File: config.mk
export PLATFORM = sky130hd
export DESIGN_NAME = veer_trace_fifo
export DESIGN_NICKNAME = d
export VERILOG_FILES = /design/src/rtl/veer_trace_fifo.sv
export SDC_FILE = /design/constraint.sdc
export NUM_CORES = 1
export LEC_CHECK = 0
export BUFFER_PORTS_ARGS = -buffer_cell sky130_fd_sc_hd__buf_2
export CAP_MARGIN = 25
export CORE_AREA = 2 2 329 331
export DETAILED_ROUTE_END_ITERATION = 10
export DIE_AREA = 0 0 331 333
export PLACE_DENSITY = 0.66
export SLEW_MARGIN = 10
export SYNTH_ARGS = -nofsm -noshare
export SYNTH_HDL_FRONTEND = slang
export SYNTH_SLANG_ARGS = --single-unit
File: constraint.sdc
create_clock -name clk -period 10.35 [get_ports clk]
set_clock_uncertainty 0.1 [all_clocks]
set_input_delay 0.5175 -clock clk [delete_from_list [all_inputs] [get_ports clk]]
set_output_delay 0.5175 -clock clk [all_outputs]
set_load 0.005 [all_outputs]
File: src/rtl/veer_trace_fifo.sv
// rtl/veer_trace_fifo.sv - trace record capture FIFO with retire/drop statistics
//
// Captures every record on the trace_rv_i_* port into a DEPTH-entry FIFO and
// drains it over a valid/ready handshake.
// Optional build macro: VEER_TRACE_FIFO_TVAL_EN adds a trap-value storage column.
//
// Ports:
//   clk, rst                 clock, asynchronous active-high reset
//   trace_rv_i_*             incoming trace record (valid, insn, address,
//                            exception, ecause, interrupt, tval)
//   flush                    synchronous FIFO clear (counters untouched)
//   cnt_clr                  synchronous statistics clear
//   out_valid / out_ready    head entry handshake
//   out_*                    head entry fields, zero while out_valid=0
//   level                    current occupancy
//   retire_cnt               retired instructions (wrapping)
//   drop_cnt                 dropped records (saturating)
//   overflow                 sticky drop flag
module veer_trace_fifo #(
   parameter int DEPTH = 16,
   parameter int CNT_W = 32
) (
   input  logic                       clk,
   input  logic                       rst,
   input  logic                       trace_rv_i_valid_ip,
   input  logic [31:0]                trace_rv_i_insn_ip,
   input  logic [31:0]                trace_rv_i_address_ip,
   input  logic                       trace_rv_i_exception_ip,
   input  logic [4:0]                 trace_rv_i_ecause_ip,
   input  logic                       trace_rv_i_interrupt_ip,
   input  logic [31:0]                trace_rv_i_tval_ip,
   input  logic                       flush,
   input  logic                       cnt_clr,
   output logic                       out_valid,
   input  logic                       out_ready,
   output logic [31:0]                out_insn,
   output logic [31:0]                out_address,
   output logic                       out_exception,
   output logic [4:0]                 out_ecause,
   output logic                       out_interrupt,
   output logic [31:0]                out_tval,
   output logic [$clog2(DEPTH):0]     level,
   output logic [CNT_W-1:0]           retire_cnt,
   output logic [CNT_W-1:0]           drop_cnt,
   output logic                       overflow
);

   localparam int AW = $clog2(DEPTH);
   localparam int LW = AW + 1;
   localparam logic [LW-1:0] FULL_LVL = LW'(DEPTH);

   logic [AW-1:0]    wr_ptr_q, wr_ptr_d;
   logic [AW-1:0]    rd_ptr_q, rd_ptr_d;
   logic [LW-1:0]    level_q, level_d;
   logic [CNT_W-1:0] retire_cnt_q, retire_cnt_d;
   logic [CNT_W-1:0] drop_cnt_q, drop_cnt_d;
   logic             overflow_q, overflow_d;

   logic [31:0] insn_mem_q [DEPTH];
   logic [31:0] addr_mem_q [DEPTH];
   logic        exc_mem_q  [DEPTH];
   logic [4:0]  cause_mem_q[DEPTH];
   logic        intr_mem_q [DEPTH];

   logic head_valid;
   logic full;
   logic pop;
   logic push;
   logic drop_ev;
   logic retire_ev;

   always_comb begin
      head_valid = (level_q != '0);
      full       = (level_q == FULL_LVL);
      pop        = head_valid & out_ready;
      // A full FIFO still accepts a record when the head leaves in the same cycle.
      push       = trace_rv_i_valid_ip & ~flush & (~full | pop);
      // Records discarded by flush are not drops.
      drop_ev    = trace_rv_i_valid_ip & ~flush & full & ~pop;
      // Retirement is counted for every plain record, even dropped or flushed ones.
      retire_ev  = trace_rv_i_valid_ip & ~trace_rv_i_exception_ip & ~trace_rv_i_interrupt_ip;
   end

   always_comb begin
      wr_ptr_d = wr_ptr_q;
      rd_ptr_d = rd_ptr_q;
      level_d  = level_q;
      if (flush) begin
         wr_ptr_d = '0;
         rd_ptr_d = '0;
         level_d  = '0;
      end else begin
         if (push) wr_ptr_d = wr_ptr_q + AW'(1);
         if (pop)  rd_ptr_d = rd_ptr_q + AW'(1);
         level_d = level_q + LW'(push) - LW'(pop);
      end
   end

   always_comb begin
      retire_cnt_d = retire_cnt_q;
      drop_cnt_d   = drop_cnt_q;
      overflow_d   = overflow_q;
      if (cnt_clr) begin
         // A same-cycle event survives the clear as a count of one.
         retire_cnt_d = CNT_W'(retire_ev);
         drop_cnt_d   = CNT_W'(drop_ev);
         overflow_d   = drop_ev;
      end else begin
         retire_cnt_d = retire_cnt_q + CNT_W'(retire_ev);
         if (drop_ev && !(&drop_cnt_q)) drop_cnt_d = drop_cnt_q + CNT_W'(1);
         overflow_d = overflow_q | drop_ev;
      end
   end

   always_ff @(posedge clk or posedge rst) begin
      if (rst) begin
         wr_ptr_q     <= '0;
         rd_ptr_q     <= '0;
         level_q      <= '0;
         retire_cnt_q <= '0;
         drop_cnt_q   <= '0;
         overflow_q   <= 1'b0;
      end else begin
         wr_ptr_q     <= wr_ptr_d;
         rd_ptr_q     <= rd_ptr_d;
         level_q      <= level_d;
         retire_cnt_q <= retire_cnt_d;
         drop_cnt_q   <= drop_cnt_d;
         overflow_q   <= overflow_d;
      end
   end

   // Storage contents are don't-care after reset, so the array has no reset.
   always_ff @(posedge clk) begin
      if (push) begin
         insn_mem_q[wr_ptr_q]  <= trace_rv_i_insn_ip;
         addr_mem_q[wr_ptr_q]  <= trace_rv_i_address_ip;
         exc_mem_q[wr_ptr_q]   <= trace_rv_i_exception_ip;
         cause_mem_q[wr_ptr_q] <= trace_rv_i_ecause_ip;
         intr_mem_q[wr_ptr_q]  <= trace_rv_i_interrupt_ip;
      end
   end

`ifdef VEER_TRACE_FIFO_TVAL_EN
   logic [31:0] tval_mem_q [DEPTH];

   always_ff @(posedge clk) begin
      if (push) tval_mem_q[wr_ptr_q] <= trace_rv_i_tval_ip;
   end

   assign out_tval = head_valid ? tval_mem_q[rd_ptr_q] : 32'h0;
`else
   logic unused_tval;
   assign unused_tval = ^trace_rv_i_tval_ip;
   assign out_tval    = 32'h0;
`endif

   assign out_valid     = head_valid;
   assign out_insn      = head_valid ? insn_mem_q[rd_ptr_q]  : 32'h0;
   assign out_address   = head_valid ? addr_mem_q[rd_ptr_q]  : 32'h0;
   assign out_exception = head_valid ? exc_mem_q[rd_ptr_q]   : 1'b0;
   assign out_ecause    = head_valid ? cause_mem_q[rd_ptr_q] : 5'h0;
   assign out_interrupt = head_valid ? intr_mem_q[rd_ptr_q]  : 1'b0;
   assign level         = level_q;
   assign retire_cnt    = retire_cnt_q;
   assign drop_cnt      = drop_cnt_q;
   assign overflow      = overflow_q;

endmodule

==> Implementation_results.wiki <==
{| class="wikitable"
! Metric !! Value
|-
| Run status || completed
|-
| Switching Fraction || 25.0%
|-
| Switching power summed over all nets || 2.98 mW
|-
| P_leak || 17.3 nW
|-
| Filler cells || 8369
|-
| FF+latch area || 0.0361 sq mm
|-
| Actual slew at the worst max-slew pin || 1150 ps
|-
| Synthesized instance count || 2147
|-
| Setup TNS after final layout || 0 ps
|-
| Antenna violations before repair || 23
|-
| Share of total power in combinational logic || 18.8%
|-
| Clock sink total || 1214
|-
| Setup repair after global routing missed its margin || false
|-
| Later-pin clock latency in the skew report || 680 ps
|-
| Data arrival at the endpoint of the critical path || 4660 ps
|-
| Site Rows || 120
|-
| Routed wire length || 106000 um
|-
| First DRT Iteration DRCs || 2228
|-
| Worst-case register-to-register setup slack || 6470 ps
|-
| Via count of the first global-routing pass || 23522
|-
| Crit path buffers/inverters || 3
|-
| Power Density || 221 mW/mm^2
|-
| Share of final-layout standard cells stronger than drive strength 1 || 32.0%
|-
| Startpoint type of the worst setup path || register
|-
| Growth of design area from synthesis to finish || 13.6%
|-
| Remaining DRCs || 0
|-
| Count of pins on the block boundary || 283
|-
| Shortest clock period the worst path allows after layout || 5280 ps
|-
| Number of pins with negative max-slew slack in the final report || 0
|-
| DPL Wire Length || 54000 um
|-
| Final design area excluding fillers || 0.0541 sq mm
|-
| Met1 GRT Util || 26.0%
|-
| Worst min-delay path category || input port to register
|-
| Floorplan die area || 0.110 sq mm
|-
| Final Hold Viols || 0
|-
| Routed length per instance || 27.0 um
|-
| Post-CTS setup buffers || 0
|-
| Flops & latches, synth || 1214
|-
| Cell with the biggest individual delay on the critical path || sky130_fd_sc_hd__dfrtp_4
|-
| Endpoint required time on the critical path || 9730 ps
|-
| Routing usage on met2 || 32.7%
|-
| Setup-failing EPs final || 0
|-
| CP Max Fanout || 38
|-
| Initial DRT Pass Iterations || 5
|-
| Post-detailed-placement cell area || 0.0501 sq mm
|-
| Top cell family by delay on the critical path || buffers and inverters
|-
| Proportion of power drawn by the clock network || 35.0%
|-
| Cell area after synthesis || 0.0476 sq mm
|-
| Max-slew headroom || 23.2%
|-
| Cell Int Power || 8.96 mW
|-
| Fraction of the yosys area taken by sequential cells || 75.8%
|-
| Share of synthesized registers carrying an async set or reset || 6.43%
|-
| Vias/cell || 5.72
|-
| Cts bufs inserted || 121
|-
| Horiz. Die Dim || 331 um
|-
| Met3 usage in global routing || 3.24%
|-
| Multi-input gate area || 0.0109 sq mm
|-
| Total grt overflow || 0
|-
| Reported max-cap violation count || 0
|-
| CTS HTree Levels || 3
|-
| Via total after detailed routing || 22500
|-
| Most used DFF post-synth || sky130_fd_sc_hd__edfxtp_1
|-
| Pin count of the biggest net entering global routing || 175
|-
| Layer carrying the most global-route usage || met2
|-
| Upper clock frequency limit || 189 MHz
|-
| Critical path endpoint category || output port
|-
| Final-layout worst hold slack || 62.5 ps
|-
| Yosys warns || 0
|-
| Count of input and output buffers || 218
|-
| GP Congestion || 0.778
|-
| Core outline area || 0.107 sq mm
|-
| ANT nets after route || 0
|-
| Gr usage total || 19.4%
|-
| Buffer levels on the longest clock path || 3
|-
| Category of the critical setup timing path || register to output port
|-
| Y dimension of the die || 333 um
|-
| Synth cell types || 50
|-
| Global-route wire length before repair || 156000 um
|-
| Relative contribution of sequential cells to total power || 46.2%
|-
| Worst-path clk slew || 60 ps
|-
| Worst ir drop on vdd || 0.000168 V
|-
| Crit path largest cell delay || 910 ps
|-
| Worst path cell trace || buf_4, buf_4, mux4_2, mux4_2, and2_1, buf_2
|-
| Number of enable flip-flop cells after synthesis || 1136
|-
| Initial standard-cell utilization of the core || 44.7%
|-
| Clock Tree Root || sky130_fd_sc_hd__clkbuf_16
|-
| Clock tree from TritonCTS || yes
|-
| Number of nets in the final layout || 2548
|-
| Average cell area after synthesis || 22.2 sq um
|-
| Share of the cycle needed by the critical path after routing || 51.0%
|}
## layout make-up
type | count | area share [%]
flip-flops and latches | 1214 | 66.7
multi-input cells | 805 | 20.1
clock buffers | 143 | 5.75
well taps | 1403 | 3.25
repair buffers | 255 | 2.71
clock inverters | 81 | 1.30
inverters | 27 | 0.187
diodes | 9 | 0.0416
## power by group through the flow
stage / clock [mW] / combinational (mW) / sequential (mW)
2_1_floorplan: 0 / 1.65 / 5.56
3_3_place_gp: 0 / 2.24 / 5.62
3_5_place_dp: 0 / 2.27 / 5.63
4_1_cts: 4.26 / 2.29 / 5.52
5_1_grt: 4.46 / 2.42 / 5.53
6_report: 4.18 / 2.25 / 5.52
## timing repair
| item | in CTS | in global routing |
|---|---|---|
| gates resized for setup | 0 | 0 |
| hold endpoints to repair | 0 | 31 |
| hold buffers | 0 | 1 |
## cells in the final DEF (no fill, tap or decap), types with 30 or more instances in the layout
cell type / n
sky130_fd_sc_hd__buf_2: 218
sky130_fd_sc_hd__and2_1: 73
sky130_fd_sc_hd__clkbuf_16: 121
sky130_fd_sc_hd__conb_1: 32
sky130_fd_sc_hd__clkinv_1: 35
sky130_fd_sc_hd__mux4_2: 355
sky130_fd_sc_hd__edfxtp_1: 1136
sky130_fd_sc_hd__nor2_1: 58
sky130_fd_sc_hd__buf_4: 31
sky130_fd_sc_hd__dfrtp_1: 74
sky130_fd_sc_hd__a21oi_1: 30
## cell usage after synthesis (7+ instances only)
library cell | number | share of area [%]
sky130_fd_sc_hd__nand4_1 | 17 | 0.22
sky130_fd_sc_hd__buf_6 | 7 | 0.17
sky130_fd_sc_hd__nor2b_1 | 9 | 0.12
sky130_fd_sc_hd__o21ai_0 | 17 | 0.18
sky130_fd_sc_hd__or3_1 | 23 | 0.30
sky130_fd_sc_hd__nor2_1 | 58 | 0.46
sky130_fd_sc_hd__and3_1 | 14 | 0.18
sky130_fd_sc_hd__buf_2 | 9 | 0.095
sky130_fd_sc_hd__inv_1 | 27 | 0.21
sky130_fd_sc_hd__nand3_1 | 23 | 0.24
sky130_fd_sc_hd__nor3_1 | 7 | 0.074
sky130_fd_sc_hd__and4_1 | 7 | 0.13
sky130_fd_sc_hd__nor4_1 | 7 | 0.092
sky130_fd_sc_hd__mux4_2 | 355 | 17
sky130_fd_sc_hd__clkbuf_1 | 56 | 0.44
sky130_fd_sc_hd__buf_1 | 7 | 0.055
sky130_fd_sc_hd__edfxtp_1 | 1136 | 72
sky130_fd_sc_hd__dfrtp_1 | 78 | 4.1
sky130_fd_sc_hd__xor2_1 | 14 | 0.26
sky130_fd_sc_hd__and2_1 | 84 | 1.1
sky130_fd_sc_hd__buf_4 | 53 | 0.84
sky130_fd_sc_hd__ha_1 | 14 | 0.37
sky130_fd_sc_hd__nand2_1 | 24 | 0.19
sky130_fd_sc_hd__a21oi_1 | 30 | 0.32
sky130_fd_sc_hd__xnor2_1 | 23 | 0.42
## state kept, by name (all words and copies together), names as in the netlist
signal       flops
addr_mem_q     512
insn_mem_q     512
cause_mem_q     80
drop_cnt        32
retire_cnt      32
exc_mem_q       16
intr_mem_q      16
level            5
rd_ptr_q         4
wr_ptr_q         4
overflow         1
## cell families (layout without fill, tap and decap cells)
kind of cell	after synthesis	in the layout	synth area share (%)
flip-flops	1214	1214	75.8
multiplexers	364	364	17.0
AND/OR/NAND/NOR	290	290	3.46
XOR/XNOR	37	37	0.681
buffers and inverters	159	506	1.81
adder cells (fa/ha/maj)	15	15	0.410
other	1	41	0.00788
AO/OA/AOI/OAI	67	67	0.862
## per-stage QoR
stage / setup WS [ps] / utilization, % / power [mW] / cells
after floorplan: 1640 / - / 7.21 / 2178
after global placement: 5450 / 47.0 / 7.86 / 3699
after detailed placement: 5410 / 47.0 / 7.90 / 3699
after CTS: 4670 / 50.6 / 12.1 / 3923
after global routing: 4670 / 50.7 / 12.4 / 3934
final: 5070 / 50.7 / 11.9 / 3937
## final timing paths
kind,end,start,cells after the start
setup / recovery,out_ecause[1],rd_ptr_q[0]$_DFFE_PP0P_,6
max in group asynchronous,rd_ptr_q[2]$_DFFE_PP0P_,rst,5
min in group asynchronous,drop_cnt[14]$_DFFE_PP0P_,rst,4
hold reg to reg,overflow$_DFF_PP0_,overflow$_DFF_PP0_,2
setup reg to reg,insn_mem_q[6][29]$_DFFE_PP_,level[2]$_DFF_PP0_,9
hold / removal,insn_mem_q[4][6]$_DFFE_PP_,trace_rv_i_insn_ip[6],1
## per-layer routing
layer  up-vias  routed length [um]
met5         -                 103
met4        16                2570
met3       190                6640
met2       786               54500
met1     12065               42300
li1       9443                   -
Note: power is estimated with default switching activity, not from simulation.
